<file path="src/rtl/maquina_pkg.sv">
// Shared state encoding for the FIFO-switch control machine.
package maquina_pkg;

    localparam int unsigned STATE_W = 3;

    localparam logic [STATE_W-1:0] ST_RESET  = 3'd0;
    localparam logic [STATE_W-1:0] ST_INIT   = 3'd1;
    localparam logic [STATE_W-1:0] ST_IDLE   = 3'd2;
    localparam logic [STATE_W-1:0] ST_ACTIVE = 3'd3;
    localparam logic [STATE_W-1:0] ST_ERROR  = 3'd4;

    typedef enum logic [STATE_W-1:0] {
        S_RESET  = ST_RESET,
        S_INIT   = ST_INIT,
        S_IDLE   = ST_IDLE,
        S_ACTIVE = ST_ACTIVE,
        S_ERROR  = ST_ERROR
    } state_t;

endpackage

</file>
<file path="src/rtl/idle_timer.sv">
// Saturating all-empty hold counter; done flags the cycle the count would reach IDLE_HOLD.
module idle_timer #(
    parameter int unsigned IDLE_HOLD = 4
) (
    input  logic clk,
    input  logic reset,
    input  logic clr,
    input  logic inc,
    output logic done
);

    localparam int unsigned CNT_W = $clog2(IDLE_HOLD + 1);
    localparam logic [CNT_W-1:0] LAST = CNT_W'(IDLE_HOLD - 1);
    localparam logic [CNT_W-1:0] MAX  = CNT_W'(IDLE_HOLD);

    logic [CNT_W-1:0] count;

    assign done = inc && (count == LAST);

    always_ff @(posedge clk) begin
        if (reset || clr) begin
            count <= '0;
        end else if (done) begin
            count <= '0;
        end else if (inc && (count != MAX)) begin
            count <= count + CNT_W'(1);
        end
    end

endmodule

</file>
<file path="src/rtl/maquina_n.sv">
// Control FSM for the NFIFO switch: threshold latching, activity tracking,
// sticky error capture and software error-clear handshake.
module maquina_n
    import maquina_pkg::*;
#(
    parameter int unsigned NFIFO     = 5,
    parameter int unsigned UMBRAL_W  = 4,
    parameter int unsigned IDLE_HOLD = 4
) (
    input  logic                clk,
    input  logic                reset,
    input  logic                init,
    input  logic [UMBRAL_W-1:0] umbral_mf,
    input  logic [UMBRAL_W-1:0] umbral_vc,
    input  logic [UMBRAL_W-1:0] umbral_d,
    input  logic [NFIFO-1:0]    fifo_empties,
    input  logic [NFIFO-1:0]    fifo_errors,
    input  logic                error_clear,
    output logic                init_out,
    output logic                idle_out,
    output logic                active_out,
    output logic                error_out,
    output logic [UMBRAL_W-1:0] umbral_mf_out,
    output logic [UMBRAL_W-1:0] umbral_vc_out,
    output logic [UMBRAL_W-1:0] umbral_d_out,
    output logic [NFIFO-1:0]    error_mask,
    output logic [STATE_W-1:0]  state
);

    localparam logic [NFIFO-1:0] ALL_EMPTY = '1;

    state_t cur;
    state_t nxt;
    logic   latch_en;
    logic   clear_regs;
    logic   mask_or;
    logic   timer_inc;
    logic   timer_clr;
    logic   timer_done;
    logic   any_thr;
    logic   any_err;
    logic   all_empty;

    assign cur       = state_t'(state);
    assign any_thr   = |{umbral_mf, umbral_vc, umbral_d};
    assign any_err   = |fifo_errors;
    assign all_empty = (fifo_empties == ALL_EMPTY);
    assign timer_clr = !timer_inc;

    idle_timer #(
        .IDLE_HOLD (IDLE_HOLD)
    ) u_idle_timer (
        .clk   (clk),
        .reset (reset),
        .clr   (timer_clr),
        .inc   (timer_inc),
        .done  (timer_done)
    );

    // Next-state and register-update decode; errors take priority in IDLE/ACTIVE.
    always_comb begin
        nxt        = S_RESET;
        latch_en   = 1'b0;
        clear_regs = 1'b0;
        mask_or    = 1'b0;
        timer_inc  = 1'b0;
        case (cur)
            S_RESET: begin
                nxt        = S_INIT;
                clear_regs = 1'b1;
            end
            S_INIT: begin
                nxt = S_INIT;
                if (init && any_thr) begin
                    latch_en = 1'b1;
                    nxt      = S_IDLE;
                end
            end
            S_IDLE: begin
                nxt = S_IDLE;
                if (any_err) begin
                    nxt     = S_ERROR;
                    mask_or = 1'b1;
                end else if (init && any_thr) begin
                    latch_en = 1'b1;
                end else if (!all_empty) begin
                    nxt = S_ACTIVE;
                end
            end
            S_ACTIVE: begin
                nxt = S_ACTIVE;
                if (any_err) begin
                    nxt     = S_ERROR;
                    mask_or = 1'b1;
                end else if (all_empty) begin
                    timer_inc = 1'b1;
                    if (timer_done) begin
                        nxt = S_IDLE;
                    end
                end
            end
            S_ERROR: begin
                nxt     = S_ERROR;
                mask_or = 1'b1;
                if (error_clear && !any_err) begin
                    nxt        = S_RESET;
                    clear_regs = 1'b1;
                end
            end
            default: begin
                nxt        = S_RESET;
                clear_regs = 1'b1;
            end
        endcase
    end

    always_ff @(posedge clk) begin
        if (reset) begin
            state         <= ST_RESET;
            umbral_mf_out <= '0;
            umbral_vc_out <= '0;
            umbral_d_out  <= '0;
            error_mask    <= '0;
            init_out      <= 1'b0;
            idle_out      <= 1'b0;
            active_out    <= 1'b0;
            error_out     <= 1'b0;
        end else begin
            state      <= nxt;
            init_out   <= (nxt == S_INIT);
            idle_out   <= (nxt == S_IDLE);
            active_out <= (nxt == S_ACTIVE);
            error_out  <= (nxt == S_ERROR);
            if (clear_regs) begin
                umbral_mf_out <= '0;
                umbral_vc_out <= '0;
                umbral_d_out  <= '0;
                error_mask    <= '0;
            end else begin
                if (latch_en) begin
                    umbral_mf_out <= umbral_mf;
                    umbral_vc_out <= umbral_vc;
                    umbral_d_out  <= umbral_d;
                end
                if (mask_or) begin
                    error_mask <= error_mask | fifo_errors;
                end
            end
        end
    end

endmodule

</file>
<file path="config.mk">
export PLATFORM = sky130hd
export DESIGN_NAME = maquina_n
export DESIGN_NICKNAME = d
export VERILOG_FILES = /design/src/rtl/maquina_pkg.sv /design/src/rtl/idle_timer.sv /design/src/rtl/maquina_n.sv
export SDC_FILE = /design/constraint.sdc
export NUM_CORES = 1
export LEC_CHECK = 0
export ABC_AREA = 1
export CAP_MARGIN = 20
export CORE_AREA = 2 2 52 63
export CTS_BUF_LIST = sky130_fd_sc_hd__clkbuf_8 sky130_fd_sc_hd__clkbuf_16
export CTS_CLUSTER_DIAMETER = 40
export CTS_CLUSTER_SIZE = 25
export DETAILED_ROUTE_END_ITERATION = 10
export DIE_AREA = 0 0 54 65
export PLACE_DENSITY = 0.81
export SETUP_SLACK_MARGIN = 0.02
export SLEW_MARGIN = 20
export SYNTH_ARGS = -nofsm -noshare
export SYNTH_HDL_FRONTEND = slang
export SYNTH_SLANG_ARGS = --single-unit
</file>
<file path="constraint.sdc">
create_clock -name clk -period 2.68 [get_ports clk]
set_input_delay 0.67 -clock clk [delete_from_list [all_inputs] [get_ports clk]]
set_output_delay 0.67 -clock clk [all_outputs]
set_load 0.02 [all_outputs]
</file>
======== After elaboration in Yosys (flattened, before gate mapping) ========
Cells that the tools add are included.
storage, ports and cells
  bits in registers ....................... 27
  input port bits ......................... 26
  output and inout port bits .............. 24
  logic and storage cells ................. 56
operators by class
  add/subtract/negate cells ............... 1
  eq/ne operators ......................... 11
  muxes and demuxes ....................... 19
  bitwise operators ....................... 1
  reductions and logical operators ........ 14
operator list
  operator             number
  $eq 3x2->1 const B   5
  $pmux 3 s5           1
  $reduce_or 12->1     1
  $mux 1               11
  $mux 3               3
  $eq 3x1->1 const B   2
  $eq 3x3->1 const B   2
  $pmux 1 s2           3
  $reduce_or 2->1      3
  $eq 5x5->1 const B   1
  $or 5x5->5           1
  $reduce_or 5->1      1
  $logic_and 1x1->1    4
  $add 3x1->3 const B  1
  $logic_not 3->1      1
  $ne 3x3->1 const B   1
  $reduce_or 3->1      1
  $logic_not 1->1      2
  $mux 2               1
  $logic_or 1x1->1     1

======== Longest topological paths before layout ========
Gate-level depths: netlist of run 1.
  depth in word-level cells ............... 10
  mapped depth ............................ 10
  depth with buffers taken out ............ 9

======== Modules after synthesis ========
A second synthesis of run 1 with hierarchy kept.
second synthesis, totals
  cell total of the unflattened synthesis .. 186
  area, all modules ....................... 1,323.8 µm²
modules (own cells, without submodules)
  module      instances  cells each  area an instance (µm²)  sequential area each (µm²)
  maquina_n   1          157         1,117.3                 480.5
  idle_timer  1          29          206.4                   60.1

======== Worst setup path after synthesis of run 1 ========
No wires, ideal clock.
  path type ............................... input -> register
  start ................................... in fifo_errors[2]
  end ..................................... reg umbral_d_out[0]
  library setup time ...................... 113 ps
  arrival ................................. 1,465 ps
  data required time ...................... 2,567 ps
  path slack .............................. 1,102 ps
  stages .................................. 9
  buffers on the path ..................... 1
  path through ............................ nor2_2 -> nand2_1 -> nor2_4 -> nand2_1 -> nand2_2 -> nand3_4 -> buf_2 -> nor2_1 -> nor2_1
on the way
  word-level cells in the longest chain between the ends .. 6
  elaborated cells on any way between the ends .. 8
  those cells by class .................... 4 x mux; 4 x reduce/logical
RTL lines
  what                       RTL line          source
  start: declaration         maquina_n.sv:17   input logic [NFIFO-1:0] fifo_errors,
  $reduce_or 5->1 *          maquina_n.sv:46   assign any_err = |fifo_errors;
  $logic_not 1->1            maquina_n.sv:105  if (error_clear && !any_err) begin
  $logic_and 1x1->1          maquina_n.sv:105
  $mux 1                     maquina_n.sv:105
  $pmux 1 s2                 maquina_n.sv:67   case (cur)
  $reduce_or 2->1 (no line)  n/a
  end signal: assignment     maquina_n.sv:143  umbral_d_out <= umbral_d;
  end: declaration           maquina_n.sv:25   output logic [UMBRAL_W-1:0] umbral_d_out,
Mark *: on every way between the ends. The rest lies on a longest branch, timed or not.
A chain may end at the register's enable or synchronous reset.

======== Worst setup path in the final report of run 1 ========
  start ................................... reg state[0]
  end ..................................... out state[0]
RTL lines
  what                      RTL line          source
  start: declaration        maquina_n.sv:27   output logic [STATE_W-1:0] state
  start signal: assignment  maquina_n.sv:129  state <= nxt;
No word-level cell between the ends.

==> results.py, run 1 <==
metrics = {
    "synth": {
        "synth_mux_area_share_pct": 0,
        "synth_top_family_by_area": "simple AND/OR/NAND/NOR gates",
        "synthDistinctLibCells": 21,
        "synthAdderAreaFrac_pct": 2.93,
        "synth_xor_area_share_pct": 0.684,
        "async_flop_share_pct": 0,
        "synthSimpleGateAreaFrac_pct": 38.1,
        "synth_commonest_cells": "49 x nand2_1, 49 x nor2_1, 27 x dfxtp_1",
        "yosys.area.top_type_share_pct": 42.2,
        "synth_top_area_cell": "dfxtp_1",
        "synth_fp_nets": 218,
        "ys_warn_count": 0,
        "yosys_most_used_dff": "dfxtp_1",
        "synth-compound-area-share_pct": 5.18,
        "synth_area_um2": 1280,
        "synth.avg_cell_area_um2": 6.78,
        "synthTopCellsByArea": "dfxtp_1 42%, nand2_1 14%, nor2_1 14%",
        "ys_ff_latch": 27,
        "seq_area_frac_synth_pct": 42.2,
        "syn_inst": 189,
        "synth_edf_count": 0,
    },
    "finish": {
        "diodes": 0,
        "layout.cells.non_filler": 275,
        "area_growth_pct": 43.2,
        "postLayoutCellArea_um2": 1830,
        "drive_gt1_share_pct": 6.69,
        "nFillCells": 285,
        "finalNetCount": 269,
    },
    "place": {
        "place.gp.congestion": 0.800,
        "dp.cells": 271,
        "place.port_buffers": 49,
        "dp_hpwl_um": 1980,
        "placedInstanceArea_um2": 1790,
    },
    "die": {
        "dieArea_um2": 3510,
        "core_um2": 2970,
        "start_util_pct": 43.1,
        "rows": 22,
        "io-pin-count": 50,
        "fp.dieW_um": 54,
        "die_h_um": 65,
    },
    "critical_path": {
        "cp_cell_sequence": "clkdlybuf4s50_1",
        "critPathTopFamily": "buffers and inverters",
        "cp_slowest_stage_delay_ns": 0.65,
        "r2r_slack_ns": 1.32,
        "cp.arrival_ns": 1.35,
        "path_max_fanout": 6,
        "crit_type": "reg2out",
        "cp.required_ns": 2.01,
        "critical_path_buf_inv_count": 1,
        "worst_setup_path_end_kind": "primary output",
        "slowest_stage": "clkdlybuf4s50_1",
        "cp-start-kind": "flip-flop",
    },
    "timing": {
        "hold_viol_final": 0,
        "layout_min_cycle_time_ns": 2.02,
        "relSlewSlack_pct": 74.5,
        "setup_viol": 0,
        "fmax_mhz": 494,
        "finClkSkew_ns": 0.00576,
        "rsz0062_at_grt": "no",
        "setup_tns_ns": 0,
        "final.period_utilization_pct": 75.6,
        "final_max_slew_viol_count": 0,
        "worst_slew_pin_slew_ns": 0.382,
    },
    "outcome": {
        "outcome": "finished clean",
    },
    "clock_tree": {
        "ctsRootBufferMaster": "clkbuf_8",
        "postCtsResizedCells": 0,
        "cts_buffer_depth": 2,
        "clk_pin_slew_ns": 0.09,
        "cts_hold_buffers": 0,
        "post-cts-setup-buffer-count": 0,
        "worstSkewPairLatency_ns": 0.27,
        "cts_htree_levels": 1,
        "clkSinkCount": 27,
        "cts_made_buffers": 3,
        "cts_tree": "built",
    },
    "drt": {
        "routed_wl_um": 2560,
        "drt_iter0_drc": 8,
        "ant_nets": 0,
        "vias": 1232,
        "first_pass_iters": 4,
        "wl_per_cell_um": 9.32,
        "vias_per_cell": 4.48,
        "drcViolationCount": 0,
    },
    "grt": {
        "busiest_layer": "met2",
        "antenna_found_initial": 0,
        "first_global_vias": 1116,
        "grt_pass1_wl_um": 4330,
        "grt_util_met1_pct": 19.4,
        "grt_max_degree": 25,
        "grt_usage_pct": 16.2,
        "grtUsageMet2_pct": 27.3,
        "use_met3_pct": 4.38,
        "overflow": 0,
    },
    "run": {
        "drv_cap": 0,
    },
    "min_path": {
        "hold_class": "reg2reg",
    },
    "power_and_ir_drop": {
        "powerDensity_nw_per_um2": 455,
        "vdd_drop_max_uv": 292,
        "p_leak_uw": 0.000830,
    },
}
-- worst register-to-register path: stages, from the launching register on --
cell and delay [ns]:
dfxtp_1 0.33, inv_2 0.11, nand2_1 0.10, nor2_2 0.11, nand2_1 0.07, nand2_2 0.07
nand3_4 0.21, nand2_1 0.14, nand2_1 0.06, nor2_1 0.10
-- final cells by class --
cell class | count | area [µm²] | share of cell area [%]
Inverter | 30 | 113 | 6.14
Timing Repair Buffer | 49 | 490 | 26.7
Tap cell | 36 | 45.0 | 2.46
Multi-Input combinational cell | 129 | 601 | 32.7
Clock inverter | 1 | 3.75 | 0.205
Sequential cell | 27 | 541 | 29.5
Clock buffer | 3 | 41.3 | 2.25
-- cells in the final DEF (no fill, tap or decap), drive strengths merged --
master	n
clkdlybuf4s50	49
and2	1
o211ai	1
nor3	1
dfxtp	27
a21boi	1
nand3b	1
inv	31
xor2	1
a21oi	8
ha	3
nor2	54
nand2	51
nand3	7
clkbuf	3
-- stage by stage --
step                total power, µW  hold WS (ns)  util (%)  setup slack, ns
finish                          835         0.491      61.7            0.655
global route                    882         0.532      61.7            0.608
CTS                             849         0.493      61.7            0.640
detailed placement              622         0.468      60.2            0.516
global placement                619         0.471      60.2            0.552
floorplan                       540         0.516         -             1.10
-- logic make-up after synthesis --
logic type      count (synthesis)
simple gates                  115
buf+inv                        33
flops                          27
compound gates                 10
fa+ha+maj                       3
xor+xnor                        1
-- power breakdown --
group          internal (µW)  switching (µW)
logic                   87.3            96.7
clock network            103             121
registers                417            10.5
total                    607             228
-- state kept, by name, indices dropped and copies added, names as in the netlist --
| name | cells |
|---|---|
| error_out | 1 |
| umbral_vc_out | 4 |
| umbral_d_out | 4 |
| state | 3 |
| error_mask | 5 |
| init_out | 1 |
| umbral_mf_out | 4 |
| active_out | 1 |
| u_idle_timer.count | 3 |
| idle_out | 1 |
-- final timing paths --
kind,cells past startpoint,startpoint,end
max,1,state[0],state[0]
max reg2reg,9,state[2],umbral_d_out[1]
min,2,error_mask[3],error_mask[3]
min reg2reg,2,error_mask[3],error_mask[3]
-- layer usage --
| layer | part of all wire (%) | vias up | routed length (µm) |
|---|---|---|---|
| met1 | 44 | 529 | 1120 |
| met3 | 8.2 | 5 | 210 |
| met5 | 0 | - | 0 |
| met4 | 1.4 | 0 | 36 |
| met2 | 47 | 40 | 1200 |
| li1 | - | 658 | - |
(Power assumes the default switching activity.)
==> inputs of run 2 (changes only) <==
--- a/config.mk
+++ b/config.mk
@@ -7,13 +7,13 @@
 export LEC_CHECK = 0
 export ABC_AREA = 1
 export CAP_MARGIN = 20
-export CORE_AREA = 2 2 52 63
+export CORE_AREA = 2 2 56 68
 export CTS_BUF_LIST = sky130_fd_sc_hd__clkbuf_8 sky130_fd_sc_hd__clkbuf_16
 export CTS_CLUSTER_DIAMETER = 40
 export CTS_CLUSTER_SIZE = 25
 export DETAILED_ROUTE_END_ITERATION = 10
-export DIE_AREA = 0 0 54 65
-export PLACE_DENSITY = 0.81
+export DIE_AREA = 0 0 58 70
+export PLACE_DENSITY = 0.73
 export SETUP_SLACK_MARGIN = 0.02
 export SLEW_MARGIN = 20
 export SYNTH_ARGS = -nofsm -noshare
==> constraint.sdc (replaced) <==
create_clock -name clk -period 1.7 [get_ports clk]
set_input_delay 0.425 -clock clk [delete_from_list [all_inputs] [get_ports clk]]
set_output_delay 0.425 -clock clk [all_outputs]
set_load 0.02 [all_outputs]
==> run 2 against run 1 <==
Power grew 62%. Highest routed layer unchanged. Sequential share of layout area shrank 2.2 points. Count of clock-buffer cells in the layout is the same. Global-route usage shrank 2.5 points. Die area grew 16%.
==> results.py, run 2 (synthesis gave the netlist of run 1 again) <==
metrics = {
    "finish": {
        "regMostFlops": "error_mask",
        "largest_reg_flops": 5,
        "post-route-util_pct": 56.9,
        "drive_gt1_share_pct": 11.9,
        "area_growth_pct": 54.6,
        "final_common_cell": "nor2_1",
        "layout_common_cells": "49 x nor2_1, 48 x nand2_1, 40 x clkdlybuf4s50_1, 27 x inv_1, 27 x dfxtp_1",
        "layout.cells.non_filler": 291,
        "postLayoutCellArea_um2": 1980,
        "finalNetCount": 282,
        "diodes": 0,
    },
    "die": {
        "io-pin-count": 50,
        "core_um2": 3480,
        "fp.dieW_um": 58,
        "start_util_pct": 36.8,
        "dieArea_um2": 4060,
        "rows": 24,
        "die_h_um": 70,
    },
    "critical_path": {
        "cp_slowest_stage_delay_ns": 0.61,
        "critPathTopFamily": "buffers and inverters",
        "cp.arrival_ns": 1.23,
        "path_max_fanout": 2,
        "cp_cell_sequence": "clkdlybuf4s50_1",
        "worst_setup_path_end_kind": "primary output",
        "cp.required_ns": 1.27,
        "crit_type": "reg2out",
        "cp-start-kind": "flip-flop",
        "critical_path_buf_inv_count": 1,
        "slowest_stage": "clkdlybuf4s50_1",
    },
    "min_path": {
        "hold_class": "reg2reg",
    },
    "drt": {
        "vias": 1290,
        "drt_iter0_drc": 25,
        "vias_per_cell": 4.43,
        "wl_per_cell_um": 10.1,
        "ant_nets": 0,
        "first_pass_iters": 4,
        "routed_wl_um": 2950,
        "drcViolationCount": 0,
    },
    "timing": {
        "layout_min_cycle_time_ns": 1.65,
        "relSlewSlack_pct": 71.0,
        "final_max_slew_viol_count": 0,
        "whs_ns": 0.502,
        "finClkSkew_ns": 0.00107,
        "setup_viol": 0,
        "rsz0062_at_grt": "yes",
        "hold_viol_final": 0,
        "final.period_utilization_pct": 97.1,
        "worst_slew_pin_slew_ns": 0.433,
        "fmax_mhz": 606,
    },
    "power_and_ir_drop": {
        "p_leak_uw": 0.00103,
        "power_switching_uw": 377,
        "vdd_drop_max_uv": 444,
        "p_int_uw": 979,
        "clkPwrFrac_pct": 25.9,
        "p_sw_share_pct": 27.8,
        "power_frac_comb_pct": 24.6,
        "powerDensity_nw_per_um2": 685,
        "finalPower_uw": 1360,
        "seq_power_share_pct": 49.4,
    },
    "grt": {
        "grt_usage_pct": 13.7,
        "overflow": 0,
        "grt_max_degree": 25,
        "antenna_found_initial": 0,
        "first_global_vias": 1136,
        "grt_pass1_wl_um": 4510,
    },
    "clock_tree": {
        "ctsRootBufferMaster": "clkbuf_8",
        "cts_htree_levels": 1,
        "clk_pin_slew_ns": 0.09,
        "cts_buffer_depth": 2,
        "cts_made_buffers": 3,
        "cts_tree": "built",
        "worstSkewPairLatency_ns": 0.27,
        "clkSinkCount": 27,
    },
    "place": {
        "dp.cells": 282,
        "place.gp.congestion": 0.767,
        "dp_hpwl_um": 2110,
        "place.port_buffers": 49,
        "placedInstanceArea_um2": 1850,
    },
    "outcome": {
        "outcome": "finished clean",
    },
    "run": {
        "drv_cap": 0,
    },
}
==> run 2: cell types whose count changed in the layout (fill, tap and decap cells not counted) <==
cell             delta
dlymetal6s2s_1      +7
nand2_1             -1
nand3_4             +2
nand3_2             +1
dlygate4sd2_1       +2
nand2_4             +1
clkdlybuf4s50_1     -9
buf_4              +10
==> run 2: area by class of cell <==
| class | instances | area, µm² |
|---|---|---|
| Clock buffer | 3 | 41.3 |
| Clock inverter | 1 | 3.75 |
| Fill cell | 349 | 1500 |
| Inverter | 30 | 113 |
| Multi-Input combinational cell | 132 | 653 |
| Sequential cell | 27 | 541 |
| Tap cell | 39 | 48.8 |
| Timing Repair Buffer | 59 | 581 |
==> run 2: timing repair <==
item,in CTS,in global routing
pin swaps,0,1
setup buffers,0,2
hold endpoints to repair,0,0
gates cloned,0,3
hold buffers,0,0
gates resized for setup,2,11
setup endpoints to repair,2,24
==> run 2: path summary, 6_finish.rpt <==
| kind | startpoint | end | slack (ns) | cells past startpoint |
|---|---|---|---|---|
| min reg2reg | error_mask[2] | error_mask[2] | 0.50 | 2 |
| max | umbral_vc_out[2] | umbral_vc_out[2] | 0.05 | 1 |
| min | error_mask[2] | error_mask[2] | 0.50 | 2 |
| max reg2reg | state[0] | umbral_d_out[1] | 0.35 | 9 |
==> run 2: layer usage <==
layer / GRT usage (%) / wire (µm) / vias to the layer above
met3: 2.41 / 191 / 4
met5: 0 / 0 / -
met1: 17.2 / 1260 / 555
met4: 4.65 / 27 / 0
met2: 23.4 / 1470 / 34
li1: - / - / 697
==> run 2: power groups by stage <==
stage               Combinational (µW)  Clock [µW]  Sequential [µW]
finish                             334         352              670
global route                       367         382              674
CTS                                311         362              671
detailed placement                 310           0              685
global placement                   309           0              686
floorplan                          133           0              717
==> run 2: metrics by stage <==
stage                     TNS [ns]  setup WS (ns)
after CTS                        0         0.0268
after floorplan                  0          0.363
after detailed placement     -3.99         -0.216
after global placement       -3.46         -0.198
final                            0         0.0490
after global routing      -0.00627       -0.00627
==> inputs of run 3 (changes only) <==
--- a/config.mk
+++ b/config.mk
@@ -13,6 +13,7 @@
 export CTS_CLUSTER_SIZE = 25
 export DETAILED_ROUTE_END_ITERATION = 10
 export DIE_AREA = 0 0 58 70
+export GPL_TIMING_DRIVEN = 0
 export PLACE_DENSITY = 0.73
 export SETUP_SLACK_MARGIN = 0.02
 export SLEW_MARGIN = 20
==> run 3 against run 2 <==
Core utilization down 1.2 points. First-iteration DRC count down 64%. Die area unchanged. Critical path depth unchanged. Count of clock-buffer cells in the layout unchanged.
==> results.py, run 3 (synthesis gave the netlist of run 1 again) <==
metrics = {
    "finish": {
        "finalNetCount": 278,
        "layout_common_cells": "49 x nor2_1, 48 x nand2_1, 37 x clkdlybuf4s50_1, 27 x inv_1, 27 x dfxtp_1",
        "multi_input_area_um2": 607,
        "nFillCells": 354,
        "ff_latch_area_um2": 541,
        "regMostFlops": "error_mask",
        "postLayoutCellArea_um2": 1940,
        "area_growth_pct": 51.4,
        "largest_reg_flops": 5,
        "drive_gt1_share_pct": 10.9,
        "diodes": 0,
        "post-route-util_pct": 55.7,
        "final_common_cell": "nor2_1",
    },
    "power_and_ir_drop": {
        "p_int_uw": 976,
        "seq_power_share_pct": 49.9,
        "vdd_drop_max_uv": 455,
        "p_sw_share_pct": 27.6,
        "power_frac_comb_pct": 23.6,
        "clkPwrFrac_pct": 26.5,
        "powerDensity_nw_per_um2": 695,
        "finalPower_uw": 1350,
        "power_switching_uw": 371,
        "p_leak_uw": 0.00102,
    },
    "timing": {
        "final_max_slew_viol_count": 0,
        "finClkSkew_ns": 0.00600,
        "fmax_mhz": 608,
        "setup_ws_ns": 0.0559,
        "worst_slew_pin_slew_ns": 0.317,
        "relSlewSlack_pct": 78.7,
        "rsz0062_at_grt": "no",
        "layout_min_cycle_time_ns": 1.64,
        "whs_ns": 0.462,
        "final.period_utilization_pct": 96.7,
        "hold_viol_final": 0,
        "setup_viol": 0,
    },
    "critical_path": {
        "cp-start-kind": "flip-flop",
        "cp-startpoint": "umbral_vc_out[3]",
        "worstRegToRegCells": 9,
        "cp.arrival_ns": 1.22,
        "path_max_fanout": 2,
        "slowest_stage": "clkdlybuf4s50_1",
        "critPathTopFamily": "buffers and inverters",
        "cp.depth": 1,
        "reg2reg_to": "umbral_mf_out[1]",
        "cp_cell_sequence": "clkdlybuf4s50_1",
        "r2r_start": "state[2]",
        "crit_type": "reg2out",
        "cp.required_ns": 1.27,
        "critical_path_buf_inv_count": 1,
        "r2r_slack_ns": 0.34,
        "setup.worst_path.end": "umbral_vc_out[3]",
        "cp_slowest_stage_delay_ns": 0.60,
        "worst_setup_path_end_kind": "primary output",
    },
    "grt": {
        "antenna_found_initial": 0,
        "first_global_vias": 1144,
        "overflow": 0,
        "grt_usage_pct": 14.3,
        "grt_max_degree": 15,
        "grt_pass1_wl_um": 4670,
    },
    "drt": {
        "drt_iter0_drc": 9,
        "vias_per_cell": 4.35,
        "routed_wl_um": 2840,
        "ant_nets": 0,
        "first_pass_iters": 4,
        "wl_per_cell_um": 9.88,
        "drcViolationCount": 0,
        "vias": 1249,
    },
    "die": {
        "core_um2": 3480,
        "fp.dieW_um": 58,
        "io-pin-count": 50,
        "start_util_pct": 36.8,
        "die_h_um": 70,
        "dieArea_um2": 4060,
        "rows": 24,
    },
    "clock_tree": {
        "clkSinkCount": 27,
        "cts_htree_levels": 1,
        "worstSkewPairLatency_ns": 0.27,
        "cts_made_buffers": 3,
        "cts_buffer_depth": 2,
        "ctsRootBufferMaster": "clkbuf_8",
        "cts_tree": "built",
        "clk_pin_slew_ns": 0.09,
        "cts_hold_buffers": 0,
    },
    "place": {
        "placedInstanceArea_um2": 1820,
        "dp_hpwl_um": 2130,
        "place.port_buffers": 49,
        "place.gp.congestion": 0.712,
        "dp_slack_ns": -0.252,
    },
    "min_path": {
        "hold_class": "in2reg",
        "min_from": "fifo_errors[3]",
    },
    "outcome": {
        "outcome": "finished clean",
    },
    "run": {
        "drv_cap": 0,
    },
}
-- run 3: cell count changes in the layout (fill, tap and decap cells not counted), sizes merged --
cell,before,now
dlymetal6s2s,7,8
buf,10,9
nand3,10,7
clkdlybuf4s50,40,37
dlygate4sd2,2,4
-- run 3: how the worst min path moves through the flow --
stage                     to  slack (ns)  cells past startpoint
5_1_grt        error_mask[3]        0.47                      3
3_5_place_dp   error_mask[3]        0.47                      2
2_1_floorplan      error_out        0.50                      1
3_3_place_gp   error_mask[3]        0.47                      2
4_1_cts        error_mask[3]        0.49                      2
6_report       error_mask[3]        0.46                      3
-- run 3: power groups by stage --
stage          clock network (µW)  registers, µW  logic (µW)
6_report                      357            672         318
4_1_cts                       371            673         303
3_3_place_gp                    0            688         303
5_1_grt                       386            677         354
2_1_floorplan                   0            717         133
3_5_place_dp                    0            688         305
-- run 3: layout make-up --
cell class | count | share of cell area, %
timing repair buffer | 55 | 28.5
inverter | 30 | 5.81
buffer | 3 | 1.74
clock inverter | 1 | 0.194
tap | 39 | 2.52
multi-input combinational | 129 | 31.3
clock buffer | 3 | 2.13
sequential | 27 | 27.9
-- run 3: per-stage QoR --
stage                     setup TNS [ns]  instances
after global routing                   0        287
after global placement             -3.00        277
after floorplan                        0        189
final                                  0        287
after CTS                              0        281
after detailed placement           -3.48        277
-- run 3: timing repair --
item	4_1_cts	5_1_grt
cloned	0	2
buffers inserted	0	4
gates resized for setup	4	15
pin swaps	0	2
setup endpoints to repair	4	19
-- run 3: metal layers --
metal	share of wire, %	wire length [µm]	GRT usage [%]
met1	43	1230	17.4
met2	48	1370	24.1
met3	7.0	199	3.15
met4	1.5	42	5.43
met5	0	0	0
